**config.mk**
```make
export PLATFORM = sky130hd
export DESIGN_NAME = uart_transmitter
export DESIGN_NICKNAME = d
export VERILOG_FILES = /design/src/rtl/uart_pkg.sv /design/src/rtl/uart_transmitter.sv
export SDC_FILE = /design/constraint.sdc
export NUM_CORES = 1
export LEC_CHECK = 0
export CORE_MARGIN = 1.5
export CORE_UTILIZATION = 53
export CTS_CLUSTER_DIAMETER = 100
export DETAILED_ROUTE_END_ITERATION = 10
export PLACE_DENSITY = 0.87
export SYNTH_ARGS = -nofsm -noshare
export SYNTH_HDL_FRONTEND = slang
export SYNTH_SLANG_ARGS = --single-unit
```
**constraint.sdc**
```tcl
create_clock -name clk -period 2 [get_ports clk]
set_input_delay 0.4 -clock clk [delete_from_list [all_inputs] [get_ports clk]]
set_output_delay 0.4 -clock clk [all_outputs]
set_load 0.02 [all_outputs]
```
**src/rtl/uart_pkg.sv**
```systemverilog
// Shared UART definitions used by the transmitter and receiver.
package uart_pkg;

  typedef enum logic [1:0] {
    IDLE  = 2'd0,
    START = 2'd1,
    DATA  = 2'd2,
    STOP  = 2'd3
  } uart_state_t;

  localparam int DATA_WIDTH_DEF = 8;
  localparam int OVERSAMPLE_DEF = 16;
  localparam int STOP_TICKS_DEF = 16;

  // Counter width able to hold max(a, b) - 1, never narrower than one bit.
  function automatic int cnt_width(input int a, input int b);
    int m;
    m = (a > b) ? a : b;
    return (m > 1) ? $clog2(m) : 1;
  endfunction

endpackage

```
**src/rtl/uart_transmitter.sv**
```systemverilog
// UART transmitter: one start bit, DATA_WIDTH data bits LSB first, stop bit held
// for STOP_TICKS oversample ticks. tx/tx_busy/tx_done are all registered.
module uart_transmitter
  import uart_pkg::*;
#(
  parameter int DATA_WIDTH = DATA_WIDTH_DEF,
  parameter int OVERSAMPLE = OVERSAMPLE_DEF,
  parameter int STOP_TICKS = STOP_TICKS_DEF
) (
  input  logic                  clk,
  input  logic                  arst_n,
  input  logic                  tick,
  input  logic                  tx_start,
  input  logic [DATA_WIDTH-1:0] data_in,
  output logic                  tx,
  output logic                  tx_busy,
  output logic                  tx_done
);

  localparam int TW = cnt_width(OVERSAMPLE, STOP_TICKS);
  localparam int BW = cnt_width(DATA_WIDTH, 1);
  localparam logic [TW-1:0] BIT_LAST  = TW'(OVERSAMPLE - 1);
  localparam logic [TW-1:0] STOP_LAST = TW'(STOP_TICKS - 1);
  localparam logic [BW-1:0] DATA_LAST = BW'(DATA_WIDTH - 1);

  uart_state_t           state_r, state_s;
  logic [TW-1:0]         tick_cnt_r, tick_cnt_s;
  logic [BW-1:0]         bit_cnt_r, bit_cnt_s;
  logic [DATA_WIDTH-1:0] shift_r, shift_s;
  logic                  tx_r, tx_s;
  logic                  busy_r;
  logic                  done_r, done_s;

  // Next-state, counter and shift-register logic.
  always_comb begin
    state_s    = state_r;
    tick_cnt_s = tick_cnt_r;
    bit_cnt_s  = bit_cnt_r;
    shift_s    = shift_r;
    done_s     = 1'b0;
    case (state_r)
      IDLE: begin
        if (tx_start) begin
          shift_s    = data_in;
          tick_cnt_s = {TW{1'b0}};
          bit_cnt_s  = {BW{1'b0}};
          state_s    = START;
        end else begin
          state_s = IDLE;
        end
      end
      START: begin
        if (tick && (tick_cnt_r == BIT_LAST)) begin
          tick_cnt_s = {TW{1'b0}};
          state_s    = DATA;
        end else if (tick) begin
          tick_cnt_s = tick_cnt_r + TW'(1);
        end else begin
          tick_cnt_s = tick_cnt_r;
        end
      end
      DATA: begin
        if (tick && (tick_cnt_r == BIT_LAST)) begin
          tick_cnt_s = {TW{1'b0}};
          shift_s    = shift_r >> 1;
          if (bit_cnt_r == DATA_LAST) begin
            bit_cnt_s = {BW{1'b0}};
            state_s   = STOP;
          end else begin
            bit_cnt_s = bit_cnt_r + BW'(1);
          end
        end else if (tick) begin
          tick_cnt_s = tick_cnt_r + TW'(1);
        end else begin
          tick_cnt_s = tick_cnt_r;
        end
      end
      STOP: begin
        // The done pulse is raised while still in STOP, so a request in that
        // cycle is ignored and the next one lands in IDLE.
        if (done_r) begin
          tick_cnt_s = {TW{1'b0}};
          state_s    = IDLE;
        end else if (tick && (tick_cnt_r == STOP_LAST)) begin
          done_s = 1'b1;
        end else if (tick) begin
          tick_cnt_s = tick_cnt_r + TW'(1);
        end else begin
          tick_cnt_s = tick_cnt_r;
        end
      end
      default: begin
        state_s    = IDLE;
        tick_cnt_s = {TW{1'b0}};
        bit_cnt_s  = {BW{1'b0}};
      end
    endcase
  end

  // Line level for the current state; registered below, so tx trails state by one clk.
  always_comb begin
    tx_s = 1'b1;
    case (state_r)
      START:   tx_s = 1'b0;
      DATA:    tx_s = shift_r[0];
      default: tx_s = 1'b1;
    endcase
  end

  // State, counters, shift register and output registers.
  always_ff @(posedge clk or negedge arst_n) begin
    if (!arst_n) begin
      state_r    <= IDLE;
      tick_cnt_r <= {TW{1'b0}};
      bit_cnt_r  <= {BW{1'b0}};
      shift_r    <= {DATA_WIDTH{1'b0}};
      tx_r       <= 1'b1;
      busy_r     <= 1'b0;
      done_r     <= 1'b0;
    end else begin
      state_r    <= state_s;
      tick_cnt_r <= tick_cnt_s;
      bit_cnt_r  <= bit_cnt_s;
      shift_r    <= shift_s;
      tx_r       <= tx_s;
      busy_r     <= (state_s != IDLE);
      done_r     <= done_s;
    end
  end

  assign tx      = tx_r;
  assign tx_busy = busy_r;
  assign tx_done = done_r;

endmodule

```
## After elaboration in Yosys (flattened, before gate mapping)

Cells that the tools add are included.

- Add/sub/neg operators: 2
- Equality and inequality tests: 8
- Muxes and demuxes: 23
- Reductions and logical operators: 7

Operators by type and width:

| kind | number |
|---|---|
| $mux W4 | 5 |
| $mux W8 | 2 |
| $pmux W8 S2 | 1 |
| $pmux W4 S3 | 1 |
| $mux W3 | 3 |
| $mux W2 | 4 |
| $pmux W2 S4 | 1 |
| $pmux W3 S2 | 1 |
| $add A4 B1 Y4 const B | 1 |
| $eq A2 B2 Y1 const B | 2 |
| $eq A4 B4 Y1 const B | 1 |
| $mux W1 | 4 |
| $ne A2 B2 Y1 const B | 2 |
| $reduce_bool A2 Y1 | 2 |
| $add A3 B1 Y3 const B | 1 |
| $eq A3 B3 Y1 const B | 1 |
| $ne A3 B3 Y1 const B | 1 |
| $reduce_and A3 Y1 | 1 |
| $eq A2 B1 Y1 const B | 1 |
| $logic_not A2 Y1 | 1 |
| $pmux W1 S2 | 1 |
| $reduce_and A2 Y1 | 1 |
| $reduce_or A2 Y1 | 1 |
| $logic_and A1 B1 Y1 | 1 |

- Register bits after elaboration: 20
- Input port bits: 12
- Output and inout port bits: 3
- Word-level logic and storage cells: 47

## Logic depth before layout (Yosys ltp)

Gate-level depths: netlist of run 1.

- Word-level depth: 5
- Depth in mapped cells: 8
- Gate-level depth less buffers: 6

## Worst setup path after synthesis of run 1

OpenSTA, ideal clock, no wires.

- Kind: register to register
- Start point: register state_r[0]
- End point: register bit_cnt_r[0]
- Setup time: 125 ps
- Arrival: 1461 ps
- Data required time: 1875 ps
- Setup slack: 414 ps
- Cell stages (with the launch flop): 7
- Path buffers: 1
- Period minus slack after synthesis: 1586 ps
- Cell sequence: dfrtp_1 inv_1 ha_1 buf_2 nor2_1 a211oi_4 mux2_2

- Cells in the longest elaborated chain, start to end: 3
- Elaborated cells between the ends (all ways): 7
- Classes of those cells: eq/ne (3); mux (1); reduce/logical (3)

RTL lines:

| element | line | text |
|---|---|---|
| start, declared | uart_transmitter.sv:26 | `uart_state_t state_r, state_s;` |
| start signal, assigned | uart_transmitter.sv:121 | `state_r <= state_s;` |
| $eq A2 B2 Y1 or $logic_not A2 Y1 (tied branches) | uart_transmitter.sv:41 | `case (state_r)` |
| $ne A2 B2 Y1 (no source line) or $reduce_bool A2 Y1 (tied branches) | -- |  |
| $reduce_and A3 Y1 (no source line) | -- |  |
| end signal, assigned | uart_transmitter.sv:115 | `bit_cnt_r <= {BW{1'b0}};` |
| end signal, assigned | uart_transmitter.sv:123 | `bit_cnt_r <= bit_cnt_s;` |
| end, declared | uart_transmitter.sv:28 | `logic [BW-1:0] bit_cnt_r, bit_cnt_s;` |

Several ways; a longest one is shown, not always the timed one.
A chain may end at the register's enable or synchronous reset.

## Final worst setup path of run 1

- Start point: register tx_r (netlist: tx)
- End point: output tx

RTL lines:

| element | line | text |
|---|---|---|
| start, declared | uart_transmitter.sv:30 | `logic tx_r, tx_s;` |
| start signal, assigned | uart_transmitter.sv:125 | `tx_r <= tx_s;` |
| end, declared | uart_transmitter.sv:15 | `output logic tx,` |

No word-level cell between the ends.

==> summary.md, run 1 <==
| Metric | Value |
|---|---|
| Worst EP arrival | `1.42 ns` |
| CTS H-tree lvls | `1` |
| Clock skew | `0.00713 ns` |
| # diodes | `0` |
| Total gr overflow | `0` |
| # rows | `16` |
| EDFF count, synth | `0` |
| FFs w/ async S/R, synth | `100%` |
| Crit path launch type | `register` |
| Nets | `143` |
| Die footprint | `0.00235 mm²` |
| Sequential area share after synthesis | `45.8%` |
| Dominant delay contributor by cell family on the critical path | `buffers and inverters` |
| Worst-Skew Late Latency | `0.30 ns` |
| Max clock buf depth | `2` |
| Cell with the most instances after synthesis | `dfrtp_1` |
| Synth Flop Type | `dfrtp_1` |
| Vias | `779` |
| Commonest cells post-synth | `dfrtp_1, nor2_1, ha_1, mux2i_1, a21oi_2` |
| Die Wd | `48.5 µm` |
| Mean Syn Cell Area | `10.7 µm²` |
| Cell taking the most area after synthesis | `dfrtp_1` |
| Num CTS Buffers | `3` |
| Crit share post-route | `90.8%` |
| CTS Hold Buffers Added | `0` |
| Multi-input combinational cell area | `543 µm²` |
| Post-synthesis cell count | `102` |
| Initial antenna violation count | `0` |
| Maxcap violations | `0` |
| Core ar. | `0.00196 mm²` |
| Slowest stage cell, crit path | `clkdlybuf4s50_1` |
| CTS tree | `built` |
| Cell breakdown of the critical path | `clkdlybuf4s50_1` |
| Synthesized area | `0.00110 mm²` |
| DR iter-0 viols | `3` |
| Number of library cell types mapped by synthesis | `34` |
| Setup ws final | `0.185 ns` |
| WL/cell | `12.0 µm` |
| PwrDens | `646 mW/mm²` |
| Leakage | `0.582 nW` |
| Grt met3 use | `3.70%` |
| Crit-path max cell delay | `0.59 ns` |
| # port buffers | `14` |
| Final Core Density | `66.9%` |
| Hold Vio Cnt, Final | `0` |
| Ranking of synthesized cells by area | `dfrtp_1, ha_1, mux2i_1, a21oi_2, nor2_1` |
| Vias per Instance | `5.23` |
| Flip-flop and latch area | `502 µm²` |
| Smallest hold slack | `0.401 ns` |
| Layout cell share with drive strength beyond 1 | `17.2%` |
| Met1 track demand over resource | `21.9%` |
| Req. time, crit path | `1.60 ns` |
| Worst Hold Class | `input pin to asynchronous set/reset pin` |
| Global-route met2 utilization | `31.5%` |
| Worst-Margin Slew | `0.458 ns` |
| Io pins | `15` |
| Total GRT Usage | `19.1%` |
| Clk pin slew, worst setup/hold paths | `0.11 ns` |
| Most used routing layer | `met2` |
| Worst-path maximum fanout | `1` |
| Rel. slew slack | `69.4%` |
| Syn-to-layout area delta | `19.7%` |
| Run status | `completed` |
| 1st-pass router iterations | `3` |
| Vias in the first global route | `792` |
| Fillers | `172` |
| Dpl cell area | `0.00129 mm²` |
| DRC errors left | `0` |
| Post-DP HPWL | `1400 µm` |
| WP buf/inv | `1` |
| Clk sinks | `20` |
| # setup viols final | `0` |
| Setup WS pre-CTS | `0.115 ns` |
| Pins Over Slew Limit | `0` |
| CP Class | `register to primary output` |
| Post-CTS Setup Inserts | `0` |
| Fmax | `551 MHz` |
| Starting density of the core | `55.9%` |
| Largest net degree at the start of global routing | `15` |
| Final TNS setup | `0 ns` |
| FF-to-FF Start | `state_r[0]` |
| Critical path origin | `tx` |
| Syn_nets | `122` |
| Worst R2R Setup Slack | `0.23 ns` |
| RSZ-0062 raised after global routing | `no` |
| Min Clock Period, post-route | `1.82 ns` |
| CTS resizes | `0` |
| Design Area, Final | `0.00131 mm²` |
| Area share of the largest cell type after synthesis | `43.4%` |
| Antenna viol nets, final | `0` |
| GP Congestion | `0.768` |
| Worst-case vdd ir drop | `0.412 mV` |
| YS warnings | `0` |
| Global-route wire length before repair | `3350 µm` |
| Die Height | `48.5 µm` |
| Root Driver | `clkbuf_4` |
| #FFs+latches synth | `20` |
| Critical path endpoint category | `primary output` |
| Detailed Route WL | `1790 µm` |
## worst paths after layout
kind	to	cells after the start
max in group asynchronous	shift_r[7]	2
hold reg to reg	tx	2
setup / recovery	tx	1
min in group clk	tx	2
hold / removal	tx_done	1
setup reg to reg	tick_cnt_r[1]	7
## power by group
| group | switching (W) | internal (W) | leakage (nW) | total (W) |
|---|---|---|---|---|
| logic | 0.0000913 | 0.0000881 | 0.317 | 0.000179 |
| registers | 0.0000239 | 0.000448 | 0.250 | 0.000472 |
| clock network | 0.000119 | 0.0000778 | 0.0150 | 0.000196 |
## routing by layer
layer	vias up	share of wire [%]	routed length [µm]
met4	0	3.5	63
met1	360	43	772
met5	-	0	0
met3	5	3.3	60
met2	15	50	897
li1	399	-	-
## through the flow
step,total power (W),instances
floorplan,0.000595,102
global placement,0.000654,145
detailed placement,0.000662,145
CTS,0.000861,149
global route,0.000904,149
finish,0.000848,149
## layout make-up
cell class | count | area share, %
sequential | 20 | 38.2
clock buffer | 4 | 2.00
inverter | 6 | 1.72
multi-input combinational | 72 | 41.4
timing repair buffer | 20 | 14.1
tap | 27 | 2.57
## cells by family (layout without fill, tap and decap cells)
group                      count (synthesis)  count (layout)  synth area share (%)
muxes                                      9               9                  8.33
AOI/OAI and AO/OA                         23              23                  16.6
buffers and inverters                     10              30                  4.68
adders and majority gates                  8               8                  9.13
xor gates and xnor gates                   2               2                  1.60
and+or+nand+nor                           30              30                  13.9
DFF                                       20              20                  45.8
## registers in the layout (all words and copies together) (netlist names)
signal / count
shift_r: 8
state_r: 2
tx: 1
tick_cnt_r: 4
tx_busy: 1
tx_done: 1
bit_cnt_r: 3
## layout by cell type (no fill, tap or decap), drive strengths merged, types with 5 or more instances in the layout
cell type / n
ha: 8
buf: 6
o21ai: 5
dfrtp: 19
inv: 6
nor2: 12
mux2i: 8
clkdlybuf4s50: 14
a21oi: 9
No activity file was read; power rests on OpenSTA's default activity.
==> run 2: changes to the inputs <==
CORE_UTILIZATION = 40   (was 53)
DONT_BUFFER_PORTS = 1   (was not set)
PLACE_DENSITY = 0.63   (was 0.87)
SLEW_MARGIN = 20   (was not set)
==> summary.md, run 2 (synthesized netlist as in run 1, its figures left out) <==
| Metric | Value |
|---|---|
| Pins Over Slew Limit | `0 (unchanged)` |
| Biggest register | `shift_r` |
| Worst Hold Path Cells | `2` |
| Layout cell share with drive strength beyond 1 | `18.7% (+1.5 points)` |
| Worst R2R Setup Slack | `0.31 ns (+0.08 ns)` |
| Capturing point of the worst reg2reg path | `tx_busy` |
| Vias | `728 (-6.5%)` |
| Total GRT Usage | `13.3% (-5.8 points)` |
| Worst EP arrival | `1.94 ns (+0.52 ns)` |
| # diodes | `0 (unchanged)` |
| Die footprint | `0.00306 mm² (+30%)` |
| 1st-pass router iterations | `4 (+1)` |
| Largest register FFs | `8 (unchanged)` |
| Met3 Wirelength | `109 µm (+82%)` |
| Largest regs | `shift_r (8), tick_cnt_r (4), bit_cnt_r (3)` |
| Smallest hold slack | `0.225 ns (-0.176 ns)` |
| CTS tree | `built` |
| Crit path launch type | `register` |
| Min Clock Period, post-route | `1.69 ns (-0.128 ns)` |
| Most frequent cells in the layout | `dfrtp_1, nor2_1, mux2i_1, ha_1, a21oi_2` |
| # port buffers | `0 (-14)` |
| Leading cell type in the layout, fill and taps excluded | `dfrtp_1` |
| Net Sw Frac | `25.0% (-2.5 points)` |
| Min-delay src | `tx_start` |
| CP Class | `register to register` |
| Worst-Margin Slew | `0.901 ns (+0.443 ns)` |
| Top sig layer | `met4` |
| Dpl cell area | `0.00113 mm² (-12%)` |
| Rel. slew slack | `39.7% (-30 points)` |
| Total power | `0.000949 W (+12%)` |
| Clock share of power | `34.8% (+12 points)` |
| Fmax | `593 MHz (+7.6%)` |
| Global-route wire length before repair | `3230 µm (-3.5%)` |
| DR iter-0 viols | `11 (+8)` |
| Sw Pwr | `0.000238 W (+1.7%)` |
| Die Height | `55.3 µm (+14%)` |
| Worst-case vdd ir drop | `0.538 mV (+30%)` |
| # rows | `18 (+2)` |
| Critical path endpoint category | `register` |
| WL/cell | `12.8 µm (+6.3%)` |
| DRC errors left | `0 (unchanged)` |
| CTS H-tree lvls | `1 (unchanged)` |
| Hold Vio Cnt, Final | `0 (unchanged)` |
| Pint | `0.000711 W (+16%)` |
| Initial antenna violation count | `0 (unchanged)` |
| Req. time, crit path | `2.25 ns (+0.65 ns)` |
| Die Wd | `55.3 µm (+14%)` |
| Root Driver | `clkbuf_4` |
| Io pins | `15 (unchanged)` |
| Num CTS Buffers | `3 (unchanged)` |
| R2R cell count | `6 (-1)` |
| Worst-Skew Late Latency | `0.30 ns (about the same)` |
| Post-route met1 wirelength | `845 µm (+9.5%)` |
| Clk sinks | `20 (unchanged)` |
| RSZ-0062 raised after global routing | `no` |
| Syn-to-layout area delta | `9.25%` |
| Clk pin slew, worst setup/hold paths | `0.11 ns (about the same)` |
| Combinational fraction of design power | `14.8% (-6.4 points)` |
| Worst-path maximum fanout | `15 (+14)` |
| Hold Path Sink | `state_r[0]` |
| Design Area, Final | `0.00120 mm² (-8.8%)` |
| PwrDens | `793 mW/mm² (+23%)` |
| Run status | `completed` |
| Max clock buf depth | `2 (unchanged)` |
| Vias per Instance | `5.31 (+1.6%)` |
| Antenna viol nets, final | `0 (unchanged)` |
| # setup viols final | `0 (unchanged)` |
| CTS resizes | `0 (unchanged)` |
| Final Core Density | `47.1% (-20 points)` |
| Nets | `128 (-10%)` |
| Starting density of the core | `43.1% (-13 points)` |
| Final TNS setup | `0 ns (unchanged)` |
| Core ar. | `0.00254 mm² (+30%)` |
| FF-to-FF Start | `state_r[0]` |
| Post-DP HPWL | `1330 µm (-4.7%)` |
| Leakage | `0.535 nW (-8.0%)` |
| Clock skew | `0.00155 ns (-0.00558 ns)` |
| Detailed Route WL | `1750 µm (-2.2%)` |
| Largest net degree at the start of global routing | `21 (+6)` |
| Sequential share of power | `50.4% (-5.3 points)` |
| Vias in the first global route | `724 (-8.6%)` |
| Crit share post-route | `84.4% (-6.4 points)` |
| Maxcap violations | `0 (unchanged)` |
| Total gr overflow | `0 (unchanged)` |
| Worst Hold Class | `input pin to register` |
| WL met2 | `775 µm (-14%)` |
| GP Congestion | `0.731 (-4.8%)` |
## run 2: cell types whose count changed in the layout (fill, tap and decap cells not counted)
| cell | before | now |
|---|---|---|
| dlygate4sd3_1 | 0 | 1 |
| bufinv_16 | 0 | 1 |
| clkbuf_1 | 1 | 0 |
| buf_4 | 6 | 4 |
| clkdlybuf4s50_1 | 14 | 0 |
## run 2: worst max-delay path: stages, from the launching register on
cell and delay (ns):
dfrtp_1 0.44, inv_1 0.13, ha_1 0.30, buf_4 0.27
a31oi_1 0.13, o31ai_2 0.24, or2_1 0.13
## run 2: per-stage QoR
stage | setup WS (ns) | std cells
detailed placement | 0.328 | 132
global route | 0.148 | 137
CTS | 0.306 | 137
global placement | 0.347 | 132
floorplan | 0.414 | 102
finish | 0.313 | 137
## run 2: layout make-up
type	instances	area, µm²
Sequential cell	20	502
Inverter	6	22.5
Clock buffer	3	22.5
Clock inverter	1	30.0
Fill cell	242	1350
Multi-Input combinational cell	72	543
Timing Repair Buffer	5	40.0
Tap cell	30	37.5
## run 2: how the worst max path moves through the flow
stage	start	endpoint	slack [ns]	cells past startpoint
floorplan	state_r[0]	bit_cnt_r[0]	0.41	6
global placement	state_r[1]	tick_cnt_r[1]	0.35	7
detailed placement	state_r[0]	tick_cnt_r[1]	0.33	7
CTS	state_r[0]	tx_busy	0.31	6
global route	state_r[0]	tx_busy	0.15	6
finish	state_r[0]	tx_busy	0.31	6
## run 2: routing by layer
metal / GRT usage [%] / up-vias
met4: 4.18 / 0
met3: 5.85 / 5
li1: - / 368
met5: 0 / -
met2: 19.9 / 17
met1: 17.2 / 338
## run 2: power by group through the flow
stage               logic (W)  clock network (W)  registers (W)
floorplan            0.000115                  0       0.000481
detailed placement   0.000132                  0       0.000487
global placement     0.000130                  0       0.000485
finish               0.000141           0.000331       0.000478
CTS                  0.000143           0.000342       0.000479
global route         0.000160           0.000358       0.000485
## run 2: timing repair
| item | 4_1_cts | 5_1_grt |
|---|---|---|
| hold buffers | 1 | 0 |
| setup endpoints to repair | 0 | 0 |
| buffers inserted | 0 | 0 |
| hold endpoints to repair | 20 | 0 |
==> run 3: changes to the inputs <==
PLACE_DENSITY = 0.65   (was 0.63)
clock period = 1.5 ns   (was 2 ns; I/O delays follow)
==> summary.md, run 3 (synthesized netlist as in run 1, its figures left out) <==
| Metric | Value |
|---|---|
| Worst-case vdd ir drop | `0.606 mV (+13%)` |
| Leakage | `0.600 nW (+12%)` |
| DRC errors left | `0 (unchanged)` |
| Leading cell type in the layout, fill and taps excluded | `dfrtp_1` |
| Cell breakdown of the critical path | `ha_4 > nand4_4 > a211oi_4 > mux2_4` |
| Vias in the first global route | `860 (+19%)` |
| Antenna viol nets, final | `0 (unchanged)` |
| Worst-path maximum fanout | `4 (-11)` |
| Pins Over Slew Limit | `0 (unchanged)` |
| Worst-Skew Late Latency | `0.30 ns (about the same)` |
| Post-DP HPWL | `1540 µm (+15%)` |
| CTS H-tree lvls | `1 (unchanged)` |
| Failing checks | `negative setup slack` |
| Worst EP arrival | `1.75 ns (-0.19 ns)` |
| Min Clock Period, post-route | `1.57 ns (-0.121 ns)` |
| Vias | `805 (+11%)` |
| Worst Hold Class | `input pin to register` |
| Rel. slew slack | `40.5% (+0.75 points)` |
| Fmax | `638 MHz (+7.7%)` |
| WL/cell | `14.0 µm (+9.2%)` |
| Crit share post-route | `104% (+20 points)` |
| CTS tree | `built` |
| Crit-path max cell delay | `0.42 ns (-0.02 ns)` |
| Die Height | `55.3 µm (unchanged)` |
| Slowest stage cell, crit path | `dfrtp_1` |
| Max clock buf depth | `2 (unchanged)` |
| Dominant delay contributor by cell family on the critical path | `flip-flops` |
| # rows | `18 (unchanged)` |
| Io pins | `15 (unchanged)` |
| Req. time, crit path | `1.68 ns (-0.57 ns)` |
| Clk sinks | `20 (unchanged)` |
| Die footprint | `0.00306 mm² (unchanged)` |
| Setup ws final | `-0.0663 ns (-0.379 ns)` |
| Flip-flop and latch area | `503 µm² (+0.25%)` |
| Layout cell share with drive strength beyond 1 | `38.8% (+20 points)` |
| Most frequent cells in the layout | `dfrtp_1, buf_4, nor2_1` |
| Run status | `finished, violations left` |
| Initial antenna violation count | `0 (unchanged)` |
| DR iter-0 viols | `13 (+2)` |
| Vias per Instance | `5.33 (+0.32%)` |
| Critical path endpoint category | `register` |
| Total power | `0.00115 W (+21%)` |
| Multi-input combinational cell area | `634 µm² (+17%)` |
| Global-route wire length before repair | `3730 µm (+15%)` |
| Die Wd | `55.3 µm (unchanged)` |
| Total gr overflow | `0 (unchanged)` |
| # port buffers | `0 (unchanged)` |
| Worst-Margin Slew | `0.890 ns (-0.0112 ns)` |
| Crit path launch type | `register` |
| Clock skew | `0.0130 ns (+0.0114 ns)` |
| Fillers | `235 (-2.9%)` |
| Largest register FFs | `8 (unchanged)` |
| Syn-to-layout area delta | `25.9%` |
| Core ar. | `0.00254 mm² (unchanged)` |
| GP Congestion | `0.801 (+9.6%)` |
| RSZ-0062 raised after global routing | `yes` |
| Design Area, Final | `0.00138 mm² (+15%)` |
| Dpl cell area | `0.00121 mm² (+6.5%)` |
| Hold Vio Cnt, Final | `0 (unchanged)` |
| Maxcap violations | `0 (unchanged)` |
| Detailed Route WL | `2110 µm (+20%)` |
| Starting density of the core | `43.1% (unchanged)` |
| CP Class | `register to register` |
| Largest net degree at the start of global routing | `21 (unchanged)` |
| PwrDens | `833 mW/mm² (+5.1%)` |
| Biggest register | `shift_r` |
| Total GRT Usage | `14.9% (+1.6 points)` |
| Num CTS Buffers | `3 (unchanged)` |
| WP buf/inv | `0 (-2)` |
| Nets | `142 (+11%)` |
| Clk pin slew, worst setup/hold paths | `0.12 ns (about the same)` |
| Largest regs | `shift_r (8), tick_cnt_r (4), bit_cnt_r (3)` |
| Root Driver | `clkbuf_4` |
| # setup viols final | `11 (+11)` |
| 1st-pass router iterations | `4 (unchanged)` |
| # diodes | `0 (unchanged)` |
run 3: area by class of cell:
type / count / area share, %
Inverter: 6 / 1.63
Multi-Input combinational cell: 72 / 46.0
Sequential cell: 20 / 36.4
Timing Repair Buffer: 19 / 11.3
Tap cell: 30 / 2.72
Clock buffer: 4 / 1.90
run 3: worst reg2reg max path: stages (launching register included):
cell,delay (ns)
dfrtp_1,0.42
ha_4,0.18
nand4_4,0.13
a211oi_4,0.39
mux2_4,0.33
run 3: final timing paths:
check,start,endpoint,slack (ns),cells past startpoint
setup reg to reg,tick_cnt_r[1],bit_cnt_r[0],-0.07,4
min in group asynchronous,arst_n,tx_done,0.55,1
hold / removal,data_in[7],shift_r[7],0.15,2
max in group asynchronous,arst_n,state_r[1],0.33,1
setup / recovery,tick_cnt_r[1],bit_cnt_r[0],-0.07,4
hold reg to reg,shift_r[7],shift_r[7],0.53,2
run 3: where the power goes:
group          switching [W]  leakage, nW  total [W]  internal (W)
Sequential         0.0000426        0.248   0.000640      0.000598
Combinational       0.000128        0.336   0.000246      0.000118
Clock               0.000160       0.0150   0.000263      0.000103
Total               0.000330        0.600    0.00115      0.000819
run 3: metal layers:
layer,track usage (%),wire length (µm)
met5,0,0
met4,5.23,19
met3,3.51,80
met2,25.5,1070
met1,18.2,945
run 3: metrics by stage:
stage | util [%] | setup TNS (ns) | setup WS [ns] | hold slack, ns | cells
floorplan | - | -0.0403 | -0.0226 | 0.00441 | 102
global placement | 47.5 | -0.207 | -0.0332 | 0.00492 | 141
detailed placement | 47.5 | -0.651 | -0.102 | 0.00494 | 141
CTS | 51.1 | -0.304 | -0.0554 | 0.147 | 148
global route | 54.2 | -1.42 | -0.131 | 0.139 | 151
finish | 54.2 | -0.224 | -0.0663 | 0.153 | 151
run 3: timing repair:
| action | 4_1_cts | 5_1_grt |
|---|---|---|
| gates cloned | 0 | 1 |
| hold buffers | 1 | 0 |
| setup endpoints to repair | 16 | 16 |
| pin swaps | 2 | 9 |
| endpoints found under the hold margin | 20 | 0 |
| resized for setup | 13 | 13 |
| setup buffers | 2 | 2 |
==> variant 1: new RTL, flow settings as in run 1 <==
Add an input register stage for `tick`, `tx_start` and `data_in`; this delays them by one clock.
--- a/src/rtl/uart_transmitter.sv
+++ b/src/rtl/uart_transmitter.sv
@@ -23,6 +23,16 @@
   localparam logic [TW-1:0] STOP_LAST = TW'(STOP_TICKS - 1);
   localparam logic [BW-1:0] DATA_LAST = BW'(DATA_WIDTH - 1);
 
+  logic tick_q;
+  logic tx_start_q;
+  logic [DATA_WIDTH-1:0] data_q;
+
+  always_ff @(posedge clk) begin
+    tick_q     <= tick;
+    tx_start_q <= tx_start;
+    data_q     <= data_in;
+  end
+
   uart_state_t           state_r, state_s;
   logic [TW-1:0]         tick_cnt_r, tick_cnt_s;
   logic [BW-1:0]         bit_cnt_r, bit_cnt_s;
@@ -40,8 +50,8 @@
     done_s     = 1'b0;
     case (state_r)
       IDLE: begin
-        if (tx_start) begin
-          shift_s    = data_in;
+        if (tx_start_q) begin
+          shift_s    = data_q;
           tick_cnt_s = {TW{1'b0}};
           bit_cnt_s  = {BW{1'b0}};
           state_s    = START;
@@ -50,17 +60,17 @@
         end
       end
       START: begin
-        if (tick && (tick_cnt_r == BIT_LAST)) begin
+        if (tick_q && (tick_cnt_r == BIT_LAST)) begin
           tick_cnt_s = {TW{1'b0}};
           state_s    = DATA;
-        end else if (tick) begin
+        end else if (tick_q) begin
           tick_cnt_s = tick_cnt_r + TW'(1);
         end else begin
           tick_cnt_s = tick_cnt_r;
         end
       end
       DATA: begin
-        if (tick && (tick_cnt_r == BIT_LAST)) begin
+        if (tick_q && (tick_cnt_r == BIT_LAST)) begin
           tick_cnt_s = {TW{1'b0}};
           shift_s    = shift_r >> 1;
           if (bit_cnt_r == DATA_LAST) begin
@@ -69,7 +79,7 @@
           end else begin
             bit_cnt_s = bit_cnt_r + BW'(1);
           end
-        end else if (tick) begin
+        end else if (tick_q) begin
           tick_cnt_s = tick_cnt_r + TW'(1);
         end else begin
           tick_cnt_s = tick_cnt_r;
@@ -81,9 +91,9 @@
         if (done_r) begin
           tick_cnt_s = {TW{1'b0}};
           state_s    = IDLE;
-        end else if (tick && (tick_cnt_r == STOP_LAST)) begin
+        end else if (tick_q && (tick_cnt_r == STOP_LAST)) begin
           done_s = 1'b1;
-        end else if (tick) begin
+        end else if (tick_q) begin
           tick_cnt_s = tick_cnt_r + TW'(1);
         end else begin
           tick_cnt_s = tick_cnt_r;
Check against the original RTL: not equivalent (Yosys sat finds a counterexample within 4 cycles, from zero or initial values and one cycle with arst_n low).
==> variant 1 against run 1 <==
Design area is 18% higher; wire length is 24% higher; non-clock buffer count is 1 lower; count of clock-buffer cells in the layout is 3 higher; sequential cell count is 10 higher; setup slack worse by 0.014 ns; maximum frequency is 0.75% lower; combinational power is 2% lower; area after synthesis is 18% higher; power is 57% higher; largest cell class is now sequential cells; highest routed layer unchanged.
==> variant 1: results (changes against run 1) <==
| Metric | Value |
|---|---|
| Status | `finished clean` |
| Netlist cell types | `35 (+2.9%)` |
| Met2 wire length | `1.123 mm (+25%)` |
| Peak supply drop | `0.6637 mV (+61%)` |
| # fillers | `200 (+16%)` |
| Vias | `871 (+12%)` |
| Synth area leaders | `dfrtp_1 37%, dfxtp_1 15%, ha_1 7.7%` |
| Met1 usage | `0.2181 (-0.001148)` |
| Top post-synthesis cells by count | `19 x dfrtp_1, 12 x nor2_1, 10 x dfxtp_1` |
| GR Layer Usage met3 | `0.07714 (+0.04011)` |
| Mux cell area share after synthesis | `0.07046 (-0.01287)` |
| Routability Congestion | `0.9206 (+20%)` |
| Clock Skews | `0.004428 ns (-0.002704 ns)` |
| Post-synthesis compound-gate area fraction | `0.1400 (-0.02556)` |
| Area delta synth->final | `19.98%` |
| Met3 wire len | `95 um (+58%)` |
| Nets | `154 (+7.7%)` |
| Dpl cell area | `1480 um2 (+15%)` |
| Relative slew slack | `0.6815 (-0.01238)` |
| Place WS | `0.3168 ns (+0.2023 ns)` |
| Initial DRT Pass Iterations | `4 (+1)` |
| GR Util met2 | `0.3417 (+0.02685)` |
| First-pass GRT wire length | `3.822 mm (+14%)` |
| H-tree depth | `2 (+1)` |
| Sequential area share after synthesis | `0.5415 (+0.08374)` |
| Share of cells above drive strength 1 | `0.1704 (-0.001761)` |
| Synth Net Count | `132 (+8.2%)` |
| Ys async rst share | `0.6667 (-0.3333)` |
| Synth warnings | `0 (unchanged)` |
| Clock transition at path regs | `0.09 ns (-0.02 ns)` |
| Dpl cells | `155 (+6.9%)` |
| Total Wirelength | `2.220 mm (+24%)` |
| Largest net degree at the start of global routing | `21 (+6)` |
| Vias in the first global route | `855 (+8.0%)` |
| Leakage power | `0.6869 nW (+18%)` |
| Biggest regs | `data_q x8, shift_r x8, tick_cnt_r x4` |
| Depth of the worst register-to-register path | `7 (unchanged)` |
| Total track usage | `0.2028 (+0.01228)` |
| Adder-Cell Fraction of Synth Area | `0.07722 (-0.01410)` |
==> variant 1: path summary, 6_finish.rpt <==
path | startpoint | endpoint | slack, ns
setup / recovery | tx | tx | 0.17
hold reg to reg | tx_start_q | state_r[0] | 0.51
max in group asynchronous | arst_n | shift_r[7] | 1.09
hold / removal | arst_n | state_r[0] | 0.40
min in group clk | data_in[4] | data_q[4] | 0.51
setup reg to reg | state_r[0] | shift_r[7] | 0.26
==> variant 1: cell type report <==
type,count,area share
tap,28,0.02253
clock buffer,7,0.02896
clock inverter,1,0.01931
timing repair buffer,19,0.1142
sequential,30,0.4513
inverter,6,0.01448
multi-input combinational,72,0.3492
==> variant 1: power breakdown <==
group          leakage [nW]  switching (mW)  internal (mW)  total, mW
Clock                0.0395           0.200          0.265      0.465
Sequential            0.334          0.0298          0.658      0.687
Combinational         0.313          0.0915         0.0832      0.175
Total                 0.687           0.321           1.01       1.33
==> variant 2: new RTL, flow settings as in run 1 <==
Without the edit above. Set the package constant `DATA_WIDTH_DEF` to 6 (it was 8).
--- a/src/rtl/uart_pkg.sv
+++ b/src/rtl/uart_pkg.sv
@@ -8,7 +8,7 @@
     STOP  = 2'd3
   } uart_state_t;
 
-  localparam int DATA_WIDTH_DEF = 8;
+  localparam int DATA_WIDTH_DEF = 6;
   localparam int OVERSAMPLE_DEF = 16;
   localparam int STOP_TICKS_DEF = 16;
 
Interface: changed (resized data_in); port bits go from 15 to 13. No check against the original RTL was run, so the function may have changed too.
==> variant 2 against run 1 <==
Design area is 8.1% lower; global-route usage increased by 1.9 points; maximum frequency rose by 0.94%; worst hold slack improved by 0.014 ns; setup slack gained 0.017 ns; sequential cell count down 2; area after synthesis shrank 8.3%; final cell count shrank 8.1%; sequential share of layout area down 0.78 points; synthesized cell count fell by 7.8%; wire length increased by 2.0%; critical path type unchanged.
Power is not compared: it rests on default switching activity, and its combinational part moved more than twofold at a synthesized area within 25%.
==> variant 2: results (changes against run 1) <==
| Metric | Value |
|---|---|
| Iteration-0 DRC Markers | `7 (+4)` |
| Initial DRT Pass Iterations | `4 (+1)` |
| Detail Placement HPWL | `1.440 mm (+3.0%)` |
| Mean Syn Cell Area | `10.69 um2 (-0.53%)` |
| Crit Reg-Reg Endpoint | `bit_cnt_r[0]` |
| H-tree depth | `1 (unchanged)` |
| Total track usage | `0.2094 (+0.01887)` |
| Crit path max-delay cell type | `clkdlybuf4s50_1` |
| Synth area leaders | `dfrtp_1 42%, ha_1 7.5%, mux2i_1 6.0%` |
| Worst R2R Setup Slack | `0.29 ns (+0.06 ns)` |
| Status | `finished clean` |
| # fillers | `142 (-17%)` |
| Vias | `737 (-5.4%)` |
| Top delay family on crit path | `buffers and inverters` |
| Dpl cells | `133 (-8.3%)` |
| Relative slew slack | `0.6905 (-0.003394)` |
| Port bufs | `12 (-2)` |
| Sequential area share after synthesis | `0.4496 (-0.008198)` |
| Routability Congestion | `0.7368 (-4.0%)` |
| Clock Skews | `0.01276 ns (+0.005628 ns)` |
| First-pass GRT wire length | `3.084 mm (-7.8%)` |
| Vias in the first global route | `700 (-12%)` |
| Initial antenna violation count | `0 (unchanged)` |
| WL/cell | `13.36 um (+11%)` |
| Biggest regs | `shift_r x6, tick_cnt_r x4, bit_cnt_r x3` |
| Largest net degree at the start of global routing | `13 (-2)` |
| Clock tree buffer depth | `2 (unchanged)` |
| Share of cells above drive strength 1 | `0.1875 (+0.01537)` |
| Hold WS | `0.4151 ns (+0.01400 ns)` |
| Launch point of the worst reg-to-reg path | `state_r[0]` |
| Top post-synthesis cells by count | `17 x dfrtp_1, 9 x nand2_1, 8 x nor2_1` |
| Synth Net Count | `110 (-9.8%)` |
## variant 2: changes by cell type after synthesis, moves of 3 or more
| cell | change |
|---|---|
| nand2_1 | +5 |
| nor2_1 | -4 |
| nand2_2 | +3 |
| o21ai_1 | +3 |
| nor3_1 | -3 |
| a21oi_2 | -7 |
| o21ai_2 | +3 |
## variant 2: layout make-up
type | instances | area share
well taps | 25 | 0.02593
inverters | 5 | 0.01556
flip-flops and latches | 18 | 0.3745
repair buffers | 16 | 0.1349
multi-input cells | 69 | 0.4274
clock buffers | 4 | 0.02178
## variant 2: metrics by stage
| stage | area, um2 | setup slack, ns | power, mW |
|---|---|---|---|
| after detailed placement | 1180 | 0.09793 | 1.108 |
| after floorplan | 1005 | 0.4219 | 0.9315 |
| after global placement | 1180 | 0.1141 | 1.083 |
| after CTS | 1206 | 0.1820 | 1.294 |
| final | 1206 | 0.2016 | 1.279 |
| after global routing | 1206 | 0.1396 | 1.385 |
## variant 2: kinds of logic after synthesis
| logic type | Yosys count | synth area share |
|---|---|---|
| AOI/OAI and AO/OA | 22 | 0.1756 |
| xor gates and xnor gates | 2 | 0.01744 |
| adders and majority gates | 6 | 0.07472 |
| buffers and inverters | 7 | 0.03736 |
| DFF | 18 | 0.4496 |
| muxes | 6 | 0.05978 |
| and+or+nand+nor | 33 | 0.1856 |
## variant 2: per-layer routing
metal	wire length, um	GRT usage	vias up
met3	52	0.05882	2
met1	778	0.2306	352
met5	0	0	-
li1	-	-	373
met2	984	0.3806	10
met4	14	0.06857	0
## variant 2: power by group
| group | total (mW) | internal [mW] | switching [mW] |
|---|---|---|---|
| sequential | 0.544 | 0.476 | 0.0680 |
| clock | 0.181 | 0.0775 | 0.104 |
| combinational | 0.553 | 0.262 | 0.291 |
| total | 1.28 | 0.816 | 0.463 |
